**src/rtl/instr_fetch_ctrl.sv**
```systemverilog
// Instruction fetch sequencer: drives the transmitter sync request, frames START/STOP and buffers payload.
// Optional watchdog enabled by defining FETCH_TIMEOUT_EN.
module instr_fetch_ctrl #(
   parameter int                IWIDTH     = 32,
   parameter int                FIFO_DEPTH = 8,
   parameter logic [IWIDTH-1:0] START_WORD = 32'hAAAA_AAAA,
   parameter logic [IWIDTH-1:0] STOP_WORD  = 32'h5555_5555,
   parameter int                MAX_LEN    = 34,
   parameter int                TIMEOUT    = 16
) (
   input  logic              t_clk,
   input  logic              t_rst,
   input  logic              c_i_en,
   output logic              c_o_syn,
   input  logic [IWIDTH-1:0] c_i_instr,
   input  logic              c_i_ack,
   output logic [IWIDTH-1:0] c_o_instr,
   output logic              c_o_valid,
   input  logic              c_i_ready,
   output logic              c_o_busy,
   output logic              c_o_done,
   output logic              c_o_err,
   output logic [7:0]        c_o_count
);

   localparam int AW = $clog2(FIFO_DEPTH);

   typedef enum logic [2:0] {IDLE, SYNC, RUN, DRAIN, DONE, ERR} state_t;

   state_t            state, state_next;
   logic [IWIDTH-1:0] mem [FIFO_DEPTH];
   logic [AW-1:0]     wr_ptr, rd_ptr;
   logic [AW:0]       occ, occ_next, free_next;
   logic              push, pop, flush, full, empty, overflow;
   logic              cnt_clr, cnt_inc, done_next, syn_next, fetching, timeout_hit;

   assign full      = (occ == (AW+1)'(FIFO_DEPTH));
   assign empty     = (occ == '0);
   assign c_o_valid = !empty;
   assign c_o_instr = c_o_valid ? mem[rd_ptr] : '0;
   assign pop       = c_o_valid && c_i_ready;
   assign overflow  = c_i_ack && full && !pop;
   assign fetching  = (state == SYNC) || (state == RUN);
   assign c_o_busy  = fetching || (state == DRAIN);

`ifdef FETCH_TIMEOUT_EN
   localparam int WW = $clog2(TIMEOUT + 1);
   logic [WW-1:0] wd_count;

   assign timeout_hit = fetching && c_o_syn && !c_i_ack && (wd_count == WW'(TIMEOUT - 1));

   // Watchdog counts requested-but-unanswered cycles; any ack restarts it.
   always_ff @(posedge t_clk or negedge t_rst) begin
      if (!t_rst)
         wd_count <= '0;
      else if (c_i_ack || !fetching)
         wd_count <= '0;
      else if (c_o_syn)
         wd_count <= wd_count + WW'(1);
   end
`else
   logic [31:0] unused_timeout;
   assign unused_timeout = 32'(TIMEOUT);
   assign timeout_hit    = 1'b0;
`endif

   always_comb begin
      state_next = state;
      push       = 1'b0;
      cnt_clr    = 1'b0;
      cnt_inc    = 1'b0;
      done_next  = 1'b0;
      case (state)
         IDLE: begin
            if (c_i_en) begin
               state_next = SYNC;
               cnt_clr    = 1'b1;
            end
         end
         SYNC: begin
            if (!c_i_en)
               state_next = IDLE;
            else if (timeout_hit)
               state_next = ERR;
            else if (c_i_ack && c_i_instr == START_WORD)
               state_next = RUN;
         end
         RUN: begin
            if (!c_i_en)
               state_next = IDLE;
            else if (timeout_hit || overflow)
               state_next = ERR;
            else if (c_i_ack) begin
               if (c_i_instr == STOP_WORD)
                  state_next = DRAIN;
               else if (c_o_count == 8'(MAX_LEN))
                  state_next = ERR;
               else begin
                  push    = 1'b1;
                  cnt_inc = 1'b1;
               end
            end
         end
         DRAIN: begin
            if (!c_i_en)
               state_next = IDLE;
            else if (overflow)
               state_next = ERR;
            else if (empty) begin
               state_next = DONE;
               done_next  = 1'b1;
            end
         end
         DONE, ERR: begin
            if (!c_i_en)
               state_next = IDLE;
         end
         default: state_next = IDLE;
      endcase

      // Entering IDLE or ERR always empties the buffer; it is already empty coming from DONE.
      flush = (state_next == IDLE) || (state_next == ERR);

      occ_next = occ;
      if (flush)
         occ_next = '0;
      else if (push && !pop)
         occ_next = occ + (AW+1)'(1);
      else if (pop && !push)
         occ_next = occ - (AW+1)'(1);

      // Three free entries cover the word being requested plus the one already in flight.
      free_next = (AW+1)'(FIFO_DEPTH) - occ_next;
      syn_next  = ((state_next == SYNC) || (state_next == RUN)) && (free_next >= (AW+1)'(3));
   end

   always_ff @(posedge t_clk or negedge t_rst) begin
      if (!t_rst) begin
         state     <= IDLE;
         c_o_syn   <= 1'b0;
         c_o_done  <= 1'b0;
         c_o_err   <= 1'b0;
         c_o_count <= '0;
      end else begin
         state    <= state_next;
         c_o_syn  <= syn_next;
         c_o_done <= done_next;
         if (state_next == ERR)
            c_o_err <= 1'b1;
         else if (cnt_clr)
            c_o_err <= 1'b0;
         if (cnt_clr)
            c_o_count <= '0;
         else if (cnt_inc)
            c_o_count <= c_o_count + 8'd1;
      end
   end

   always_ff @(posedge t_clk or negedge t_rst) begin
      if (!t_rst) begin
         wr_ptr <= '0;
         rd_ptr <= '0;
         occ    <= '0;
      end else if (flush) begin
         wr_ptr <= '0;
         rd_ptr <= '0;
         occ    <= '0;
      end else begin
         if (push)
            wr_ptr <= wr_ptr + AW'(1);
         if (pop)
            rd_ptr <= rd_ptr + AW'(1);
         occ <= occ_next;
      end
   end

   always_ff @(posedge t_clk) begin
      if (push)
         mem[wr_ptr] <= c_i_instr;
   end

endmodule

```
**config.mk**
```make
export PLATFORM = sky130hd
export DESIGN_NAME = instr_fetch_ctrl
export DESIGN_NICKNAME = d
export VERILOG_FILES = /design/src/rtl/instr_fetch_ctrl.sv
export SDC_FILE = /design/constraint.sdc
export NUM_CORES = 1
export LEC_CHECK = 0
export CELL_PAD_IN_SITES_DETAIL_PLACEMENT = 0
export CELL_PAD_IN_SITES_GLOBAL_PLACEMENT = 1
export CORE_MARGIN = 1
export CORE_UTILIZATION = 51
export DETAILED_ROUTE_END_ITERATION = 6
export PLACE_DENSITY_LB_ADDON = 0.1
export SLEW_MARGIN = 30
export SYNTH_ARGS = -nofsm -noshare
export SYNTH_HDL_FRONTEND = slang
export SYNTH_SLANG_ARGS = --single-unit
```
**constraint.sdc**
```tcl
create_clock -name t_clk -period 7.69 [get_ports t_clk]
set_input_delay 2.307 -clock t_clk [delete_from_list [all_inputs] [get_ports t_clk]]
set_output_delay 2.307 -clock t_clk [all_outputs]
set_load 0.02 [all_outputs]
```
==> results.py <==
metrics = {
    "sta": {
        "tightest_slew_ns": 0.9055,
        "relSlewSlack_pct": 39.30,
        "report.final.setup_viol": 0,
        "final.min_clock_period_ns": 5.731,
        "grt_setup_unrepaired": "false",
        "fin_tns_setup_ns": 0,
        "holdWs_ns": 0.4927,
        "slew_violations": 0,
        "hold_viol": 0,
        "finClkSkew_ns": 0.01486,
        "fmax_mhz": 174.5,
        "fin_crit_sh_pct": 74.53,
    },
    "finish": {
        "areaGrowthSynthToFinish_pct": 19.03,
        "register_area_sq_um": 8297,
        "multiInputGateArea_sq_um": 3018,
        "diodes": 0,
        "final_layout_size_suffix_gt1_share_pct": 19.89,
        "nFillCells": 1615,
        "nets": 736,
    },
    "run": {
        "maxCapViolCount": 0,
    },
    "drt": {
        "ant_nets": 0,
        "wl_microns": 23460,
        "wire_per_inst_microns": 23.60,
        "drtPass1Iterations": 5,
        "post-route-drc-count": 0,
        "via_per_inst": 5.937,
        "vias": 5901,
        "drt_iter0_drc": 416,
    },
    "synthesis": {
        "synth-seq-cells": 280,
        "synth.distinct_cells": 48,
        "synth_top_area_share_pct": 67.51,
        "synth.avg_cell_area_sq_um": 19.27,
        "synth_area_leaders": "edfxtp_1, mux4_2, dfrtp_1",
        "synthCells": 591,
        "synth_nets": 635,
        "async_flop_share_pct": 8.571,
        "synth-edff-count": 256,
        "yosys_warnings": 0,
        "yosysTopAreaCell": "edfxtp_1",
        "synth.top_cells.by_count": "edfxtp_1, mux4_2, nor2_1",
        "synth_ff_type": "edfxtp_1",
        "syn_area_sq_um": 11390,
        "yosysSeqAreaShare_pct": 72.78,
        "synth_most_common_cell": "edfxtp_1",
    },
    "clock_tree": {
        "clock_sinks": 280,
        "cts_hold_buf": 0,
        "clkTransAtPathRegs_ns": 0.06,
        "post_cts_buffers": 0,
        "cts_made_buffers": 29,
        "root_buffer": "clkbuf_16",
        "insertion_delay_ns": 0.54,
        "htree_levels": 1,
        "cts_tree": "done",
        "cts_resized": 0,
        "clockBufferDepth": 3,
    },
    "placement": {
        "place_hpwl_microns": 13240,
        "io_buffers": 81,
        "gp_congestion": 0.7666,
    },
    "grt": {
        "grt_usage_pct": 21.49,
        "grt_max_degree": 43,
        "antenna_found_initial": 0,
        "grt_pass1_wl_microns": 35850,
        "grt_pass1_vias": 6020,
        "grt.overflow.total": 0,
    },
    "floorplanning": {
        "die-area_sq_um": 22930,
        "core_sq_um": 21890,
        "rows": 54,
        "ios": 82,
        "die_w_microns": 151.4,
        "start_util_pct": 52.02,
        "die_h_microns": 151.4,
    },
    "critical_path": {
        "required_ns": 5.38,
        "cp_max_fo": 25,
        "timing.rr.start": "occ[0]$_DFF_PN0_",
        "critPathKind": "flip-flop to primary output",
        "reg2reg_slack_ns": 4.18,
        "cp_data_arrival_time_ns": 3.42,
        "start_kind": "flip-flop",
        "r2r_cells": 7,
        "end_kind": "primary output",
        "r2r-end": "mem[6][28]$_DFFE_PP_",
        "worstSetupStartpoint": "rd_ptr[0]$_DFFE_PN0P_",
    },
    "power": {
        "power_density_nw_per_um2": 224.0,
        "ir_worst_vdd_mv": 0.1768,
        "power.leakage_nw": 4.262,
    },
    "worst_hold_path": {
        "hp-class": "flip-flop to flip-flop",
        "hold_path_end": "c_o_err$_DFFE_PN0P_",
        "hold_start": "c_o_err$_DFFE_PN0P_",
        "holdPathStages": 2,
    },
    "status": {
        "status": "finished, final reports clean",
    },
}
## area by class of cell
cell class,instances,area share (%)
Clock buffer,34,5.492
Clock inverter,19,1.071
Sequential cell,280,61.21
Tap cell,280,2.585
Timing Repair Buffer,96,7.237
Multi-Input combinational cell,280,22.27
Inverter,5,0.1385
## registers in the layout, indices dropped and copies added, names as in the netlist
name,cells
mem,256
c_o_done,1
occ,4
c_o_count,8
c_o_syn,1
c_o_err,1
state,3
wr_ptr,3
rd_ptr,3
## power breakdown
part	total [mW]	leakage, nW	internal (mW)	switching (mW)
registers	1.66	2.63	1.66	0.00113
logic	0.0610	1.20	0.0249	0.0361
clock network	1.31	0.435	0.756	0.557
## per-stage QoR
stage | area [sq um] | instances | setup slack (ns) | util [%] | total power, mW
global placement | 12590 | 938 | 1.681 | 57.53 | 1.753
CTS | 13520 | 992 | 1.713 | 61.76 | 3.056
global route | 13550 | 994 | 1.664 | 61.92 | 3.127
floorplan | 11390 | 591 | 0.4932 | - | 1.707
detailed placement | 12630 | 939 | 1.554 | 57.70 | 1.756
finish | 13550 | 994 | 1.959 | 61.92 | 3.036
## per-layer routing
layer	share of wire, %	vias up	global-route usage (%)
met5	0	-	0
met4	1.4	0	4.750
met3	5.3	33	3.253
met1	43	3106	30.20
li1	-	2599	-
met2	50	163	35.71
## cell usage in the layout (no fill, tap or decap), drive strengths merged, types with 2 or more instances in the layout
master           n
a21oi            8
a32oi            2
and3             3
buf             15
bufinv           2
clkbuf          34
clkdlybuf4s50   81
clkinv          14
clkinvlp         2
dfrtp           24
edfxtp         256
ha               7
inv              6
mux2i           35
mux4            64
nand2           28
nand2b           2
nand3           10
nand4            7
nor2            49
nor2b            5
nor3             3
nor3b            4
nor4             3
nor4b            6
nor4bb          12
o21ai            6
or3              3
or4              2
xnor2            4
xor2             7
## cell families (layout without fill, tap and decap cells)
logic type	after synthesis	in the layout	share of synthesized area (%)
xor+xnor	11	11	0.8460
compound gates	21	21	1.231
buf+inv	31	154	1.286
simple gates	142	142	7.351
mux	99	99	15.73
flops	280	280	72.78
fa+ha+maj	7	7	0.7691
## worst max path at each step
stage,end,slack (ns),depth (start not counted)
finish,c_o_instr[11],1.96,6
global route,c_o_instr[11],1.66,6
CTS,c_o_instr[11],1.71,5
detailed placement,mem[1][10]$_DFFE_PP_,1.55,8
global placement,mem[3][7]$_DFFE_PP_,1.68,8
floorplan,mem[4][0]$_DFFE_PP_,0.49,5
## critical path, stage by stage (launching register included)
cell	delay (ns)
dfrtp_4	0.73
buf_12	0.28
buf_4	0.47
mux4_2	0.59
mux2i_1	0.17
nor2_1	0.06
clkdlybuf4s50_1	0.55
Note: power is estimated with default switching activity, not from simulation.
